`config.mk`:
```
export PLATFORM = sky130hd
export DESIGN_NAME = gpio_prime_engine
export DESIGN_NICKNAME = d
export VERILOG_FILES = /design/src/rtl/gpio_prime_engine_pkg.sv /design/src/rtl/gpio_prime_engine_seq_mod.sv /design/src/rtl/gpio_prime_engine.sv
export SDC_FILE = /design/constraint.sdc
export NUM_CORES = 1
export LEC_CHECK = 0
export CORE_AREA = 4 4 213 163
export CTS_BUF_LIST = sky130_fd_sc_hd__clkbuf_4
export DETAILED_ROUTE_END_ITERATION = 12
export DIE_AREA = 0 0 217 167
export GPL_TIMING_DRIVEN = 0
export MAX_ROUTING_LAYER = met4
export PLACE_DENSITY = 0.76
export REMOVE_ABC_BUFFERS = 1
export SKIP_CTS_REPAIR_TIMING = 1
export SYNTH_ARGS = -nofsm -noshare
export SYNTH_HDL_FRONTEND = slang
export SYNTH_SLANG_ARGS = --single-unit
```
`constraint.sdc`:
```
create_clock -name clk -period 3.2 [get_ports clk]
set_input_delay 0.48 -clock clk [delete_from_list [all_inputs] [get_ports clk]]
set_output_delay 0.48 -clock clk [all_outputs]
set_load 0.02 [all_outputs]
```
`src/rtl/gpio_prime_engine_pkg.sv`:
```
// Shared types and default register map for the GPIO prime engine.
`timescale 1ns/1ps
package gpio_prime_pkg;

  // Externally visible status, encoded as read back through S[1:0]
  typedef enum logic [1:0] {
    ST_IDLE  = 2'd0,
    ST_BUSY  = 2'd1,
    ST_DONE  = 2'd2,
    ST_ERROR = 2'd3
  } state_t;

  // Internal search sub-phase while BUSY
  typedef enum logic {
    PH_CHECK = 1'b0,
    PH_WAIT  = 1'b1
  } phase_t;

  localparam logic [15:0] DEF_ADDR_BASE = 16'h0000;
  localparam logic [15:0] DEF_OFF_A     = 16'h00C8;
  localparam logic [15:0] DEF_OFF_W     = 16'h00D8;
  localparam logic [15:0] DEF_OFF_S     = 16'h00E0;
  localparam logic [15:0] DEF_OFF_C     = 16'h00F0;

endpackage

```
`src/rtl/gpio_prime_engine_seq_mod.sv`:
```
// Sequential restoring remainder unit: rem = dividend % divisor.
// One quotient bit per cycle; done pulses exactly W+1 cycles after start.
`timescale 1ns/1ps
module seq_mod #(
  parameter int W = 32
) (
  input  logic         clk,
  input  logic         reset,
  input  logic         start,
  input  logic         abort,
  input  logic [W-1:0] dividend,
  input  logic [W-1:0] divisor,
  output logic         busy,
  output logic         done,
  output logic [W-1:0] rem
);

  localparam int CW = $clog2(W + 1);

  logic [W-1:0]  quo_sh;
  logic [W-1:0]  div_r;
  logic [CW-1:0] cnt;
  logic [W:0]    trial;
  logic [W:0]    diff;

  // Partial remainder shifted left with the next dividend bit; the top bit
  // of the difference is the borrow that decides whether to restore.
  assign trial = {rem, quo_sh[W-1]};
  assign diff  = trial - {1'b0, div_r};

  // W shift/subtract steps after loading, then one cycle to raise done
  always_ff @(posedge clk) begin
    if (reset) begin
      busy   <= 1'b0;
      done   <= 1'b0;
      rem    <= '0;
      quo_sh <= '0;
      div_r  <= '0;
      cnt    <= '0;
    end else begin
      done <= 1'b0;
      if (abort) begin
        busy <= 1'b0;
      end else if (start) begin
        busy   <= 1'b1;
        quo_sh <= dividend;
        div_r  <= divisor;
        rem    <= '0;
        cnt    <= CW'(W);
      end else if (busy) begin
        if (cnt != '0) begin
          rem    <= diff[W] ? trial[W-1:0] : diff[W-1:0];
          quo_sh <= quo_sh << 1;
          cnt    <= cnt - 1'b1;
        end else begin
          busy <= 1'b0;
          done <= 1'b1;
        end
      end
    end
  end

endmodule

```
`src/rtl/gpio_prime_engine.sv`:
```
// GPIO-emulator prime peripheral: software writes index A, the engine finds
// the A-th prime by trial division and exposes it as W (and on gpio_out).
`timescale 1ns/1ps
module gpio_prime_engine
  import gpio_prime_pkg::*;
#(
  parameter int          DATA_WIDTH = 32,
  parameter int          A_WIDTH    = 10,
  parameter logic [15:0] ADDR_BASE  = DEF_ADDR_BASE,
  parameter logic [15:0] OFF_A      = DEF_OFF_A,
  parameter logic [15:0] OFF_W      = DEF_OFF_W,
  parameter logic [15:0] OFF_S      = DEF_OFF_S,
  parameter logic [15:0] OFF_C      = DEF_OFF_C
) (
  input  logic                  clk,
  input  logic                  reset,
  input  logic [15:0]           saddress,
  input  logic                  srd,
  input  logic                  swr,
  input  logic [DATA_WIDTH-1:0] sdata_in,
  output logic [DATA_WIDTH-1:0] sdata_out,
  input  logic                  gpio_latch,
  input  logic [DATA_WIDTH-1:0] gpio_in,
  output logic [DATA_WIDTH-1:0] gpio_in_s_insp,
  output logic [DATA_WIDTH-1:0] gpio_out
);

  localparam logic [15:0] ADDR_A = ADDR_BASE + OFF_A;
  localparam logic [15:0] ADDR_W = ADDR_BASE + OFF_W;
  localparam logic [15:0] ADDR_S = ADDR_BASE + OFF_S;
  localparam logic [15:0] ADDR_C = ADDR_BASE + OFF_C;

  state_t                state, state_next;
  phase_t                phase, phase_next;
  logic [A_WIDTH-1:0]    a_reg, a_next, c_reg, c_next, c_plus;
  logic [DATA_WIDTH-1:0] w_reg, w_next, gout_next;
  logic [DATA_WIDTH-1:0] n_reg, n_next, d_reg, d_next;
  // d*d is at most one bit wider than the candidate while searching
  logic [DATA_WIDTH:0]   dsq_reg, dsq_next;
  logic                  wr_a, adv_n;
  logic                  mod_start, mod_busy, mod_done;
  logic [DATA_WIDTH-1:0] mod_rem;
  logic                  latch_prev;

  assign wr_a   = swr && (saddress == ADDR_A);
  assign c_plus = c_reg + 1'b1;

  seq_mod #(.W(DATA_WIDTH)) u_seq_mod (
    .clk      (clk),
    .reset    (reset),
    .start    (mod_start),
    .abort    (wr_a),
    .dividend (n_reg),
    .divisor  (d_reg),
    .busy     (mod_busy),
    .done     (mod_done),
    .rem      (mod_rem)
  );

  // Next-state logic for the search FSM and its datapath registers
  always_comb begin
    state_next = state;
    phase_next = phase;
    a_next     = a_reg;
    c_next     = c_reg;
    w_next     = w_reg;
    gout_next  = gpio_out;
    n_next     = n_reg;
    d_next     = d_reg;
    dsq_next   = dsq_reg;
    mod_start  = 1'b0;
    adv_n      = 1'b0;

    if (state == ST_BUSY) begin
      if (phase == PH_CHECK) begin
        if (dsq_reg > {1'b0, n_reg}) begin
          c_next = c_plus;
          if (c_plus == a_reg) begin
            w_next     = n_reg;
            gout_next  = n_reg;
            state_next = ST_DONE;
          end else begin
            adv_n = 1'b1;
          end
        end else begin
          mod_start  = 1'b1;
          phase_next = PH_WAIT;
        end
      end else if (mod_done && !mod_busy) begin
        phase_next = PH_CHECK;
        if (mod_rem == '0) begin
          adv_n = 1'b1;
        end else begin
          d_next   = d_reg + 1'b1;
          dsq_next = dsq_reg + {d_reg, 1'b1};
        end
      end
    end

    // Move to the next candidate, restarting trial division at d=2
    if (adv_n) begin
      if (&n_reg) begin
        state_next = ST_ERROR;
      end else begin
        n_next   = n_reg + 1'b1;
        d_next   = DATA_WIDTH'(2);
        dsq_next = (DATA_WIDTH + 1)'(4);
      end
    end

    // A write restarts the search from scratch in any state
    if (wr_a) begin
      a_next     = sdata_in[A_WIDTH-1:0];
      c_next     = '0;
      n_next     = DATA_WIDTH'(2);
      d_next     = DATA_WIDTH'(2);
      dsq_next   = (DATA_WIDTH + 1)'(4);
      phase_next = PH_CHECK;
      mod_start  = 1'b0;
      state_next = (sdata_in[A_WIDTH-1:0] == '0) ? ST_ERROR : ST_BUSY;
    end
  end

  // State and datapath registers
  always_ff @(posedge clk) begin
    if (reset) begin
      state    <= ST_IDLE;
      phase    <= PH_CHECK;
      a_reg    <= '0;
      c_reg    <= '0;
      w_reg    <= '0;
      gpio_out <= '0;
      n_reg    <= '0;
      d_reg    <= '0;
      dsq_reg  <= '0;
    end else begin
      state    <= state_next;
      phase    <= phase_next;
      a_reg    <= a_next;
      c_reg    <= c_next;
      w_reg    <= w_next;
      gpio_out <= gout_next;
      n_reg    <= n_next;
      d_reg    <= d_next;
      dsq_reg  <= dsq_next;
    end
  end

  // Registered bus read; sees register values from before any same-cycle write
  always_ff @(posedge clk) begin
    if (reset) begin
      sdata_out <= '0;
    end else if (srd) begin
      case (saddress)
        ADDR_A:  sdata_out <= DATA_WIDTH'(a_reg);
        ADDR_W:  sdata_out <= w_reg;
        ADDR_S:  sdata_out <= DATA_WIDTH'(state);
        ADDR_C:  sdata_out <= DATA_WIDTH'(c_reg);
        default: sdata_out <= '0;
      endcase
    end
  end

  // Capture gpio_in on a rising edge of gpio_latch
  always_ff @(posedge clk) begin
    if (reset) begin
      latch_prev     <= 1'b0;
      gpio_in_s_insp <= '0;
    end else begin
      latch_prev <= gpio_latch;
      if (gpio_latch && !latch_prev) begin
        gpio_in_s_insp <= gpio_in;
      end
    end
  end

endmodule

```
Yosys cells after proc, flatten, opt, wreduce, memory -nomap -nowiden
Index checks and enable logic that the tools add are counted.
{"block": "totals", "word_cells": 110, "reg_bits": 321, "inputBits": 85, "out_inout_bits": 96}
{"block": "op_classes", "reduce_logical": 20, "eq_ne": 7, "mux": 52, "order_cmp": 1, "addsub": 6, "bitwise": 4}
{"op": "$mux W32", "count": 13}
{"op": "$mux W33", "count": 6}
{"op": "$pmux W32 S4", "count": 1}
{"op": "$add A32 B1 Y32 const B", "count": 2}
{"op": "$eq A16 B8 Y1 const B", "count": 4}
{"op": "$add A33 B33 Y33", "count": 1}
{"op": "$gt A33 B32 Y1", "count": 1}
{"op": "$sub A33 B32 Y33", "count": 1}
{"op": "$logic_not A32 Y1", "count": 1}
{"op": "$reduce_and A32 Y1", "count": 1}
{"op": "$mux W2", "count": 12}
{"op": "$mux W6", "count": 3}
{"op": "$mux W1", "count": 16}
{"op": "$add A10 B1 Y10 const B", "count": 1}
{"op": "$eq A10 B10 Y1", "count": 1}
{"op": "$logic_not A10 Y1", "count": 1}
{"op": "$reduce_and A2 Y1", "count": 3}
{"op": "$reduce_and A3 Y1", "count": 2}
{"op": "$reduce_bool A2 Y1", "count": 3}
{"op": "$reduce_bool A6 Y1", "count": 1}
{"op": "$sub A6 B1 Y6 const B", "count": 1}
{"op": "$not A1 Y1", "count": 4}
{"op": "$reduce_and A4 Y1", "count": 1}
{"op": "$reduce_or A4 Y1", "count": 1}
{"op": "other kinds (6)", "count": 9}

Depth between registers and ports, before layout
{"block": "logic_depth", "word_depth": 9, "mapped_depth": 14, "mapped_depth_nobuf": 12}

Modules after synthesis
A second synthesis with hierarchy kept.
{"block": "hier_totals", "hier_cells": 2121, "hier_area_um2": 17194.0}
{"module": "gpio_prime_engine", "n_inst": 1, "cells_per_inst": 1400, "area_each_um2": 11447.2, "seq_area_each_um2": 4344.2}
{"module": "seq_mod", "n_inst": 1, "cells_per_inst": 721, "area_each_um2": 5746.8, "seq_area_each_um2": 2082.0}

Worst setup path after synthesis
No wires, ideal clock.
{"block": "synth_timing", "path_kind": "reg-to-reg", "startpoint": "reg n_reg[20]", "endpoint": "reg u_seq_mod.rem[29]", "slack_ps": 247, "required_ps": 3078, "path_buffers": 2, "path_stages_with_launch": 14, "setup_time_ps": 122, "period_less_slack_ps": 2953, "t_arrival_ps": 2831, "path_cell_list": "dfxtp_1 inv_1 ha_1 nand2_1 nor2_1 nand4_1 or2_1 or3_1 a211oi_1 buf_2 nor3_2 buf_2 and2_1 a221o_1"}
{"block": "synth_via", "elab_chain_cells": 7, "elab_cells_between_ends": 9, "classes_between": "1 x order compare; 5 x mux; 3 x reduce/logical"}
{"element": "start, declared", "line": "gpio_prime_engine.sv:37", "text": "logic [DATA_WIDTH-1:0] n_reg, n_next, d_reg, d_next;"}
{"element": "start signal, assigned", "line": "gpio_prime_engine.sv:143", "text": "n_reg <= n_next;"}
{"element": "$gt A33 B32 Y1 (*)", "line": "gpio_prime_engine.sv:76", "text": "if (dsq_reg > {1'b0, n_reg}) begin"}
{"element": "$mux W1 (*)", "line": "gpio_prime_engine.sv:76"}
{"element": "$mux W1 (*)", "line": "gpio_prime_engine.sv:75", "text": "if (phase == PH_CHECK) begin"}
{"element": "$mux W1 (*)", "line": "gpio_prime_engine.sv:74", "text": "if (state == ST_BUSY) begin"}
{"element": "$mux W1 (*)", "line": "gpio_prime_engine.sv:112", "text": "if (wr_a) begin"}
{"element": "$reduce_bool A2 Y1 (no line)"}
{"element": "$reduce_and A3 Y1 (no line)"}
{"element": "end signal, assigned", "line": "gpio_prime_engine_seq_mod.sv:52", "text": "rem <= diff[W] ? trial[W-1:0] : diff[W-1:0];"}
{"element": "end, declared", "line": "gpio_prime_engine_seq_mod.sv:15", "text": "output logic [W-1:0] rem"}
Mark *: on every way between the ends. The rest lies on a longest branch, timed or not.
A chain may end at the register's enable or synchronous reset.

Final worst setup path
{"block": "layout_timing", "startpoint": "reg n_reg[26]", "endpoint": "reg u_seq_mod.rem[15]"}
The elaborated chain is that of the path after synthesis.

==> flow_summary.yaml <==
power_and_ir_drop:
  power_frac_seq: 0.512
  comb_power_share: 0.041
  power_mw: 7.85
  swShare: 0.238
  power_density_nw_per_um2: 363
  p_int_mw: 5.99
  power.leakage_nw: 8.13
  vdd_ir_drop_max_uv: 298
  p_clk_frac: 0.447
  power.switching_mw: 1.86
die:
  coreArea_um2: 32400
  dieArea_um2: 36200
  initial_utilization: 0.537
  dieHeight_um: 167
  io_pins: 181
  rows: 57
  die_w_um: 217
timing:
  hold_viol: 0
  holdWs_ns: 0.151
  post-route-period-util: 1.07
  max_slew_margin: 0.187
  fin_crit_ns: 3.42
  fmax_ghz: 0.293
  tightestPinTransition_ns: 1.22
  setup_ws_ns: -0.215
  drv_slew: 0
  setup_viol: 77
  skew_ns: 0.0537
  fin_tns_setup_ns: -4.62
  rsz0062_at_grt: "yes"
status:
  failed_checks: "setup timing"
  status: "finished, violations left"
grt:
  grt_max_degree: 119
  gr-usage-all-layers: 0.254
  grt_pass1_vias: 15200
  overflow: 0
  grt_pass1_wl_um: 75700
  antenna_found_initial: 1
clocking:
  cts.reportedPaths.clkPinSlew_ns: 0.07
  root_buffer: "clkbuf_4"
  cts_buffers: 82
  cts_buffer_depth: 3
  htreeDepth: 3
  insertion_delay_ns: 0.76
  cts_tree: "yes"
  cts_sinks: 321
cells_and_area:
  finish.utilization: 0.669
  fin_nets: 2638
  drive_above_1_share: 0.148
  largest_reg_flops: 33
  areaGrowthSynthToFinish_pct: 24.6
  fin_cells: 2943
  final_cell_area_um2: 21700
synth:
  synthArstFlopShare: 0
  netlist_area_um2: 17400
  synth_area_per_cell_um2: 7.80
  synth-seq-cells: 321
  ys_seq_area_frac: 0.370
  ys.warnings.count: 0
  synth_cell_types: 87
  netlist_instances: 2230
  synth_edf_count: 0
  synth_ff_type: "dfxtp_1"
place:
  port_buffers: 158
  place_area_um2: 19400
  preCtsSetupSlack_ns: -2.20
  routabilityCongestion: 0.938
  hpwl_um: 34500
  placedCellCount: 2733
critical_path:
  crit_path_max_incr_delay_ns: 0.37
  critical_path.cell_chain: "inv_2, ha_4, nand2_4, nor3_4, nand4_1, buf_6, or2_1, or3_4, a211oi_4, clkbuf_16, nor3_4, buf_4, clkbuf_16, and2_4, a221o_1"
  r2r_end: "u_seq_mod.rem[15]"
  worst_setup_path_end_kind: "register"
  regToRegSetupSlack_ns: -0.22
  setup.worst_path.end: "u_seq_mod.rem[15]"
  cp-start-kind: "register"
  r2r-start: "n_reg[26]"
  crit_required_ns: 3.80
  criticalPathCategory: "register to register"
  rr_worst_depth: 15
  startpoint: "n_reg[26]"
  crit_arrival_ns: 4.02
  path_max_fanout: 6
  critPathSlowestCell: "or3_4"
drt:
  routed_wirelength_um: 51700
  via_per_inst: 5.85
  detail_route.iter0.violations: 1383
  route.detailed.drc: 0
  vias: 17200
  detail-route-antenna-nets: 0
  wire_per_inst_um: 17.6
  first_pass_iters: 6
min_path:
  worstHoldPathType: "input pin to register"
job:
  max_cap_viol_count: 0
critical path: cells and delay by family (launching register included):
family | cells | cell delay (ns)
simple gates | 7 | 1.24
buf+inv | 5 | 0.80
compound gates | 2 | 0.59
flops | 1 | 0.36
fa+ha+maj | 1 | 0.28
layout by cell type, fill, tap and decap left out, drive strengths merged, types with 9 or more instances in the layout:
cell	n
o21a	17
nor3	41
and2	19
a211oi	15
nand2	374
o31ai	13
and3	17
o211ai	12
clkinv	9
mux2i	30
ha	100
nand4	27
nor2	271
or2	10
a21oi	242
xnor2	58
nand2b	12
inv	98
xor2	46
dfxtp	321
a311oi	31
or3	18
a31oi	19
a21o	23
clkdlybuf4s50	157
buf	85
clkbuf	123
a221o	9
o21ai	85
nand3	73
nor4	28
nor2b	14
synth_stat cells, types with 23 or more instances:
master | count | area, um2
a21oi_1 | 239 | 1200
nand4_1 | 23 | 144
dfxtp_1 | 321 | 6430
nor4_1 | 27 | 169
nor2_1 | 270 | 1010
clkbuf_1 | 69 | 259
a21o_1 | 23 | 173
ha_1 | 100 | 1250
nand2_1 | 373 | 1400
o21ai_0 | 80 | 400
mux2i_1 | 30 | 300
buf_2 | 27 | 135
xnor2_1 | 58 | 508
xor2_1 | 46 | 403
nor3_1 | 38 | 190
nand3_1 | 73 | 365
inv_1 | 94 | 353
a311oi_1 | 31 | 272
final cells by class:
type | count | area (um2)
clock buffer | 118 | 886
inverter | 94 | 355
fill | 2727 | 10700
clock inverter | 15 | 109
timing repair buffer | 247 | 2600
sequential | 321 | 6490
multi-input combinational | 1705 | 10700
antenna | 1 | 2.50
tap | 442 | 553
power by group through the flow:
stage | clock network, mW | logic [mW] | registers [mW]
after floorplan | 0 | 0.0646 | 4.15
after global placement | 0 | 0.284 | 4.12
after detailed placement | 0 | 0.301 | 4.12
after CTS | 3.58 | 0.302 | 4.03
after global routing | 3.82 | 0.344 | 4.02
final | 3.51 | 0.323 | 4.02
per-layer routing:
metal	routed length, um	vias to the layer above	GRT usage
met5	0	-	-
met4	1100	0	0.0677
met3	3640	108	0.0497
met2	22900	584	0.378
met1	24100	8225	0.355
li1	-	8300	-
worst min-delay path by stage:
stage	start	end	slack (ns)	cells past startpoint
5_1_grt	reset	w_reg[7]	0.13	2
6_report	reset	sdata_out[4]	0.15	2
2_1_floorplan	u_seq_mod.div_r[10]	u_seq_mod.div_r[10]	0.43	2
3_3_place_gp	sdata_out[12]	sdata_out[12]	0.44	2
3_5_place_dp	gpio_in_s_insp[24]	gpio_in_s_insp[24]	0.45	2
4_1_cts	reset	sdata_out[4]	0.08	2
cells by family (layout without fill, tap and decap cells):
logic type                 Yosys count  in the layout  synth area share
adders and majority gates          102            102            0.0743
AOI/OAI and AO/OA                  525            527             0.188
buffers and inverters              207            474            0.0501
other                                0              1                 0
and+or+nand+nor                    939            940             0.247
xor gates and xnor gates           104            104            0.0524
DFF                                321            321             0.370
muxes                               32             32            0.0186
Note: power is estimated with default switching activity, not from simulation.
